### config.mk
export PLATFORM = sky130hd
export DESIGN_NAME = adc_spi_capture
export DESIGN_NICKNAME = d
export VERILOG_FILES = /design/src/rtl/adc_spi_capture.sv
export SDC_FILE = /design/constraint.sdc
export NUM_CORES = 1
export LEC_CHECK = 0
export CAP_MARGIN = 20
export CORE_ASPECT_RATIO = 0.6
export CORE_UTILIZATION = 41
export CTS_CLUSTER_DIAMETER = 150
export DETAILED_ROUTE_END_ITERATION = 6
export GPL_TIMING_DRIVEN = 0
export PLACE_DENSITY = 0.8
export SYNTH_ARGS = -nofsm -noshare
export SYNTH_HDL_FRONTEND = slang
export SYNTH_SLANG_ARGS = --single-unit
export TNS_END_PERCENT = 30
### constraint.sdc
create_clock -name dataclk -period 2.8 [get_ports dataclk]
set_clock_uncertainty 0.2 [all_clocks]
set_input_delay 0.42 -clock dataclk [delete_from_list [all_inputs] [get_ports dataclk]]
set_output_delay 0.42 -clock dataclk [all_outputs]
set_load 0.01 [all_outputs]
### src/rtl/adc_spi_capture.sv
// AD7980 capture: raises CNV, clocks 16 SCLK pulses and latches one 16-bit sample per 35-channel frame.
// Optional feature macro ADC_TWOS_COMP_EN: output two's complement instead of straight binary.
module adc_spi_capture #(
   parameter logic [31:0] ms_wait    = 32'd99,
   parameter logic [31:0] ms_clk1_a  = 32'd100,
   parameter logic [31:0] ms_clk11_a = 32'd140
) (
   input  logic        dataclk,
   input  logic        reset,
   input  logic [31:0] main_state,
   input  logic [5:0]  channel,
   input  logic        ADC_en,
   input  logic        ADC_DOUT,
   output logic        ADC_CNV,
   output logic        ADC_SCLK,
   output logic [15:0] ADC_register,
   output logic        ADC_valid
);

   typedef enum logic {
      FRAME_IDLE   = 1'b0,
      FRAME_ACTIVE = 1'b1
   } frame_state_t;

   frame_state_t state_r;
   frame_state_t state_s;
   logic         en_q_r;
   logic         en_q_s;
   logic [15:0]  shift_r;
   logic [15:0]  shift_s;
   logic         cnv_s;
   logic         sclk_s;
   logic         valid_s;
   logic [15:0]  register_s;
   logic [3:0]   bit_idx_s;

   function automatic logic [15:0] format_sample(input logic [15:0] raw);
`ifdef ADC_TWOS_COMP_EN
      return {~raw[15], raw[14:0]};
`else
      return raw;
`endif
   endfunction

   // Channels 3..18 map to bits 15..0; (18 - channel) mod 16 equals (2 - channel[3:0]) mod 16.
   assign bit_idx_s = 4'd2 - channel[3:0];

   // Next-state and output decode; a frame is only strobed if channel 0 was seen without an intervening ms_wait.
   always_comb begin
      state_s    = state_r;
      en_q_s     = en_q_r;
      shift_s    = shift_r;
      cnv_s      = ADC_CNV;
      sclk_s     = ADC_SCLK;
      register_s = ADC_register;
      valid_s    = 1'b0;
      if (main_state == ms_wait) begin
         cnv_s   = 1'b0;
         sclk_s  = 1'b0;
         shift_s = 16'h0000;
         state_s = FRAME_IDLE;
      end else if (main_state == ms_clk1_a) begin
         case (channel) inside
            6'd0: begin
               en_q_s  = ADC_en;
               cnv_s   = ADC_en;
               shift_s = 16'h0000;
               state_s = FRAME_ACTIVE;
            end
            6'd2: begin
               cnv_s = 1'b0;
            end
            [6'd3:6'd18]: begin
               if (en_q_r && (state_r == FRAME_ACTIVE)) begin
                  shift_s[bit_idx_s] = ADC_DOUT;
                  sclk_s             = 1'b1;
               end else begin
                  sclk_s = ADC_SCLK;
               end
            end
            6'd19: begin
               if (state_r == FRAME_ACTIVE) begin
                  register_s = en_q_r ? format_sample(shift_r) : 16'h0000;
                  valid_s    = 1'b1;
                  state_s    = FRAME_IDLE;
               end else begin
                  register_s = ADC_register;
               end
            end
            [6'd20:6'd34]: begin
               cnv_s  = 1'b0;
               sclk_s = 1'b0;
            end
            default: begin
               valid_s = 1'b0;
            end
         endcase
      end else if (main_state == ms_clk11_a) begin
         sclk_s = 1'b0;
      end else begin
         valid_s = 1'b0;
      end
   end

   // State and output registers with synchronous reset.
   always_ff @(posedge dataclk) begin
      if (reset) begin
         state_r      <= FRAME_IDLE;
         en_q_r       <= 1'b0;
         shift_r      <= 16'h0000;
         ADC_CNV      <= 1'b0;
         ADC_SCLK     <= 1'b0;
         ADC_register <= 16'h0000;
         ADC_valid    <= 1'b0;
      end else begin
         state_r      <= state_s;
         en_q_r       <= en_q_s;
         shift_r      <= shift_s;
         ADC_CNV      <= cnv_s;
         ADC_SCLK     <= sclk_s;
         ADC_register <= register_s;
         ADC_valid    <= valid_s;
      end
   end

endmodule

Yosys cells after proc, flatten, opt, wreduce, memory -nomap -nowiden
Cells that the tools add are included.
W data, S select, Z words.
{"block": "totals", "word_cells": 76, "in_bits": 42, "reg_bits": 37}
{"block": "classes", "bitwise": 6, "muxes": 24, "eq_ne": 14, "reduce_logical": 18, "n_addsub": 1, "magnitude_cmp": 6}
{"op": "$mux W16", "count": 5}
{"op": "$eq A32 B7 Y1 const B", "count": 2}
{"op": "$eq A32 B8 Y1 const B", "count": 1}
{"op": "$mux W1", "count": 17}
{"op": "$bwmux W16", "count": 1}
{"op": "$reduce_and A4 Y1", "count": 3}
{"op": "$ne A3 B3 Y1 const B", "count": 3}
{"op": "$ne A2 B2 Y1 const B", "count": 4}
{"op": "$reduce_bool A2 Y1", "count": 4}
{"op": "$reduce_and A7 Y1", "count": 1}
{"op": "$reduce_or A7 Y1", "count": 1}
{"op": "$eq A6 B2 Y1 const B", "count": 1}
{"op": "$eq A6 B5 Y1 const B", "count": 1}
{"op": "$ge A6 B2 Y1 const B", "count": 1}
{"op": "$ge A6 B5 Y1 const B", "count": 1}
{"op": "$le A6 B5 Y1 const B", "count": 1}
{"op": "$le A6 B6 Y1 const B", "count": 1}
{"op": "$logic_not A6 Y1", "count": 1}
{"op": "$not A1 Y1", "count": 6}
{"op": "$reduce_and A6 Y1", "count": 1}
{"op": "$lt A4 B5 Y1 const B", "count": 1}
{"op": "$demux W1 S4", "count": 1}
{"op": "$ge A4 B1 Y1 const B", "count": 1}
{"op": "$logic_and A1 B1 Y1", "count": 4}
{"op": "other kinds (6)", "count": 6}

Depth between registers and ports, before layout
{"block": "logic_depth", "word_depth": 10, "ltp_mapped": 8, "depth_no_buf": 5}

Worst setup path before layout
Ideal clock, no wire load.
{"block": "synth_path", "kind": "input to register", "startpoint": "in main_state[12]", "endpoint": "reg ADC_register[10]", "cell_stages": 6, "required_time_ps": 2483, "path_slack_ps": -32, "setup_ps": 117, "n_path_buf": 1, "arrival_time_ps": 2515, "cell_sequence": "or4_4 -> or2_1 -> or4_1 -> o31a_1 -> buf_2 -> a22o_1"}
{"block": "synth_between", "elab_chain_cells": 3, "elab_cells_between_ends": 4, "classes_between": "eq/ne: 2; bitwise: 1; reduce/logical: 1"}
{"element": "from (decl)", "line": "10", "text": "input logic [31:0] main_state,"}
{"element": "$eq A32 B7 Y1", "line": "57", "text": "if (main_state == ms_wait) begin"}
{"element": "$not A1 Y1 (no source line)"}
{"element": "$reduce_and A7 Y1 (no source line) *"}
{"element": "to (signal assigned)", "line": "121", "text": "ADC_register <= register_s;"}
{"element": "to (decl)", "line": "16", "text": "output logic [15:0] ADC_register,"}
Mark *: on every way between the ends. The rest lies on a longest branch, timed or not.
A chain may end at the register's enable or synchronous reset.

Final worst setup path
{"block": "layout_path", "startpoint": "in main_state[19]", "endpoint": "reg ADC_register[8]"}
Same word-level chain as after synthesis.

==> results_dict.tcl <==
set metrics [dict create \
    cts-buffers-inserted 5 \
    wl_per_cell_um 19.3 \
    track_usage_pct 29.0 \
    synth_top_family_by_area "compound AO/OA/AOI/OAI gates" \
    synth-main-ff-cell "dfxtp_1" \
    synth_cell_types 45 \
    fin_util_pct 70.1 \
    crit_type "in -> reg" \
    htreeDepth 2 \
    synth_xor_area_share_pct 0.937 \
    drc_errors 0 \
    synth_fp_nets 251 \
    grt_pass1_wl_um 10100 \
    start_kind "input port" \
    maxCapViolCount 0 \
    dp.cells 328 \
    final_cells 351 \
    core_area_um2 4230 \
    hold_path_class "reg -> reg" \
    crit_family "simple AND/OR/NAND/NOR gates" \
    synth_edf_count 0 \
    grt-ovfl-total 0 \
    internal_power_uw 950 \
    synth_mux_area_share_pct 1.07 \
    p_switching_uw 285 \
    cts_sinks 37 \
    syn-cell-area_um2 1870 \
    syn_area_per_cell_um2 8.94 \
    setup_viol 1 \
    worst_ep_arrival_time_ns 2.78 \
    fill_cells 358 \
    yosys_warnings 0 \
    ys_seq_elements 37 \
    worst_pin_slew_ns 0.571 \
    clk_latency_ns 0.29 \
    synthCells 209 \
    end_kind "register" \
    row_count 18 \
    cts_tree "built" \
    multiInputGateArea_um2 1210 \
    path_max_fanout 10 \
    worst_slack_ns -0.00383 \
    crit_buf_inv 3 \
    firstDrtPassIters 5 \
    initial_core_util_pct 44.1 \
    via_count 2180 \
    die_h_um 54.3 \
    clkPwrFrac_pct 45.5 \
    p_leak_uw 0.00109 \
    finalNetCount 332 \
    ctsHoldBuffers 0 \
    seqCellArea_um2 741 \
    fmax_mhz 357 \
    ir_worst_vdd_mv 0.278 \
    clockBufferDepth 2 \
    fp.dieW_um 89.2 \
    cts_root_buffer "clkbuf_8" \
    synth_compound_area_share_pct 29.7 \
    power.density_nw_per_um2 416 \
    pre_cts_ws_ns -0.838 \
    layout-drive-gt1-share_pct 21.0 \
    ant_nets 0 \
    synthSimpleGateAreaFrac_pct 23.9 \
    synthAdderAreaFrac_pct 0 \
    finalCritPeriodShare_pct 100 \
    grt_max_degree 14 \
    drt_iter0_drc 235 \
    area_delta_synth_final_pct 58.8 \
    cp_cell_sequence "clkdlybuf4s15_1 > or4_4 > or2_4 > buf_4 > or4_4 > o31a_1 > buf_6 > a22o_1" \
    globalplace.congestion 0.909 \
    cpMostUsedCell "or4_4" \
    viasPerCell 6.21 \
    ys_async_sr_fraction_pct 0 \
    antenna_found_initial 0 \
    max_stage_delay_ns 0.53 \
    drt-total-wl_um 6760 \
    dp_hpwl_um 4630 \
    synth_top_area_share_pct 39.6 \
    rsz0062_at_grt "true" \
    required_ns 2.77 \
    diodes 0 \
    ys_seq_area_share_pct 39.6 \
    violations "negative setup slack" \
    crit_path_top_delay_cell "or4_4" \
    pwr-share-comb_pct 11.9 \
    drv_slew 0 \
    status "finished with violations" \
    die-area_um2 4840 \
    finalCriticalPeriod_ns 2.80 \
    slew_headroom_pct 61.9 \
    pin_count 61 \
    synthTopCellsByArea "dfxtp_1 (40%), a22o_1 (7.5%), o311ai_0 (4.2%)" \
    p_sw_share_pct 23.1 \
    numPortBuffers 59 \
    grt_pass1_vias 1954 \
    path_clk_slew_ns 0.08 \
    p_seq_share_pct 42.6 \
    finalHoldViolCount 0 \
    synth_area_leader_cell "dfxtp_1" \
]
==> per-layer routing <==
metal	global-route usage (%)	vias up	routed length, um
met2	44.1	106	2900
li1	-	993	-
met1	42.4	1064	3220
met3	6.94	17	562
met5	0	-	0
met4	4.50	0	78
==> cell usage after synthesis, types with 4 or more instances <==
cell,instances
o41ai_1,4
a22o_1,16
nor4_1,10
o31a_1,5
a21oi_1,7
nor2b_1,5
o21ai_0,12
o31ai_1,4
or4_1,5
o311ai_0,9
a31oi_1,4
nor2_1,9
nor3_1,4
nand2_1,10
inv_1,6
nand3_1,8
clkbuf_1,13
dfxtp_1,37
==> worst reg2reg max path, delay by kind of cell (launching register included) <==
kind	cells	cell delay (ns)
flip-flops	1	0.35
buffers and inverters	2	0.27
AO/OA/AOI/OAI	2	0.75
AND/OR/NAND/NOR	3	0.87
==> repair_timing <==
action / 4_1_cts / 5_1_grt
pin swaps: 16 / 8
resized for setup: 64 / 19
buffers inserted: 10 / 5
gates cloned: 1 / 0
setup endpoints to repair: 36 / 26
==> final timing paths <==
check                      start  depth (start not counted)              end  slack, ns
setup / recovery  main_state[19]                          8  ADC_register[8]     -0.004
hold / removal           ADC_CNV                          2          ADC_CNV       0.27
setup reg to reg         state_r                          7      shift_r[11]       0.27
hold reg to reg          ADC_CNV                          2          ADC_CNV       0.27
==> logic make-up after synthesis <==
family,Yosys count
buffers and inverters,23
AO/OA/AOI/OAI,74
flip-flops,37
AND/OR/NAND/NOR,71
XOR/XNOR,2
multiplexers,2
==> final cells by class <==
type | instances | share of cell area (%)
clock inverter | 3 | 2.32
tap | 60 | 2.53
timing repair buffer | 75 | 23.4
clock buffer | 5 | 2.32
multi-input combinational | 149 | 40.8
inverter | 6 | 0.759
sequential | 37 | 24.9
buffer | 16 | 2.91
==> registers in the layout, summed over array words and instances, names as in the netlist <==
register / flops
ADC_SCLK: 1
state_r: 1
ADC_CNV: 1
shift_r: 16
ADC_register: 16
en_q_r: 1
ADC_valid: 1
==> placed cells by master, fill, tap and decap left out, types with 3 or more instances in the layout <==
master,synthesis,layout
dfxtp_1,37,37
clkdlybuf4s50_1,0,29
dlygate4sd2_1,0,20
buf_4,0,16
a22o_1,16,16
o21ai_0,12,11
nand2_1,10,9
clkbuf_1,13,8
nand3_1,8,8
nor2_1,9,7
a21oi_1,7,7
inv_1,6,6
nor4_1,10,6
nor2b_1,5,5
or4_4,2,5
nor4_4,1,5
o31a_1,5,5
o311ai_0,9,5
clkbuf_8,0,5
clkbuf_2,0,4
a31oi_1,4,4
o31ai_1,4,4
clkdlybuf4s15_1,0,4
dlymetal6s2s_1,0,4
nor3_1,4,3
o211ai_1,3,3
nand4_1,3,3
o21a_1,3,3
==> metrics by stage <==
stage,hold slack (ns),total power (uW),area [um^2],TNS [ns]
finish,0.268,1230,2970,-0.00383
global route,0.283,1270,2970,-0.0462
CTS,0.273,1230,2880,0
detailed placement,0.256,671,2540,-19.40
global placement,0.252,669,2540,-18.71
floorplan,0.236,591,1880,0
==> power by group through the flow <==
stage	Clock (uW)	Sequential [uW]	Combinational, uW
3_3_place_gp	0	538	131
6_report	562	526	147
4_1_cts	565	526	137
3_5_place_dp	0	538	133
2_1_floorplan	0	538	52.9
5_1_grt	591	526	157
No activity file was read; power rests on OpenSTA's default activity.
==> RTL change, RTL diff (same settings) <==
Reset style: asynchronous (`reset`), changed in one clocked block. Comments in the files are not updated.
--- a/src/rtl/adc_spi_capture.sv
+++ b/src/rtl/adc_spi_capture.sv
@@ -104,5 +104,5 @@
 
    // State and output registers with synchronous reset.
-   always_ff @(posedge dataclk) begin
+   always_ff @(posedge dataclk or posedge reset) begin
       if (reset) begin
          state_r      <= FRAME_IDLE;
Formal check against the unedited RTL: differs if reset is asserted again (counterexample within 4 cycles, from zero or initial values and one cycle with reset high); with reset held inactive, the same outputs for 4 cycles.
==> RTL change against the original RTL <==
Core utilization fell by 7.9 points. Maximum frequency rose by 3.3%. Cell area grew 0.17%. Sequential share of layout area increased by 6.2 points. Setup slack improved by 0.090 ns. Sequential cell count is the same. Sequential power increased by 2%. Area after synthesis up 14%. Routed wire length fell by 11%. Global-route usage is 5.2 points lower. Register-to-register slack improved by 0.20 ns. Non-clock buffer count shrank 14. Total power shrank 0.65%. Critical endpoint is now shift_r[3]. Largest power group unchanged.
==> RTL change: results (changes against the original RTL) <==
holdPathStages: 1  # -1
synth_commonest_cells: "dfrtp_1, nand3_1, inv_1, o21ai_0, nand2_1"
p_sw_uw: 263  # -7.7%
r2r-end: "shift_r[3]"
ir_drop_mv: 0.343  # +23%
numSequentialCells: 37  # unchanged
critPathMaxStageDelay_ns: 0.41  # -0.12 ns
tightest_slew_ns: 0.740  # +0.169 ns
buf_share_pct: 23.6  # -2.7 points
synth_fp_nets: 280  # +12%
layout.nets: 347  # +4.5%
multi_input_area_share_pct: 35.4  # -5.4 points
synth_area_leaders: "dfrtp_1, nand3_1, o21ai_0"
n_all_inverters: 20  # +14
place_worst_setup_slack_ns: -0.173  # +0.664 ns
status: "complete, no violations"
drt-total-wl_um: 6020  # -11%
buffers: 77  # -15%
ys.flop_type: "dfrtp_1"
seq_share_pct: 31.1  # +6.2 points
rows: 19  # +1
grt_pass1_wl_um: 9880  # -2.7%
critPathArrivalTime_ns: 2.67  # -0.11 ns
leakagePower_uw: 0.00126  # +16%
num-multi-input-gates: 164  # +10%
nFillCells: 413  # +15%
powerSeq_uw: 534  # +2%
clock_area_share_pct: 4.63  # -0.0078 points
grt_pass1_vias: 2036  # +4.2%
synth.distinct_cells: 48  # +6.7%
drive_gt1_share_pct: 10.5  # -11 points
r2r-start: "en_q_r"
synthXorXnorAreaFrac_pct: 0  # -0.94 points
hold_ws_ns: 0.285  # +0.0173 ns
cp_slowest_cell: "clkdlybuf4s50_1"
syn_avg_cell_area_um2: 8.98  # +0.45%
drtIter0Drc: 161  # -31%
[RTL change: cell types whose count changed after synthesis, sizes merged, moves of 7 or more]
| cell | before | now |
|---|---|---|
| or4 | 7 | 0 |
| nand3 | 8 | 21 |
| a22o | 16 | 0 |
| dfrtp | 0 | 37 |
| inv | 6 | 20 |
| dfxtp | 37 | 0 |
| o21ai | 12 | 22 |
[RTL change: how the worst max path moves through the flow]
stage	endpoint	start	slack, ns
after floorplan	shift_r[0]	main_state[1]	0.57
after global placement	shift_r[3]	main_state[8]	-0.15
after detailed placement	shift_r[12]	main_state[8]	-0.17
after CTS	shift_r[12]	main_state[8]	0.12
after global routing	shift_r[8]	main_state[8]	-0.007
final	shift_r[3]	main_state[8]	0.09
[RTL change: per-layer routing]
metal	track usage (%)	part of all wire (%)	vias up
li1	-	-	1021
met1	36.2	49	1025
met2	32.9	41	127
met3	7.87	10	7
met4	4.76	0.45	0
met5	0	0	-
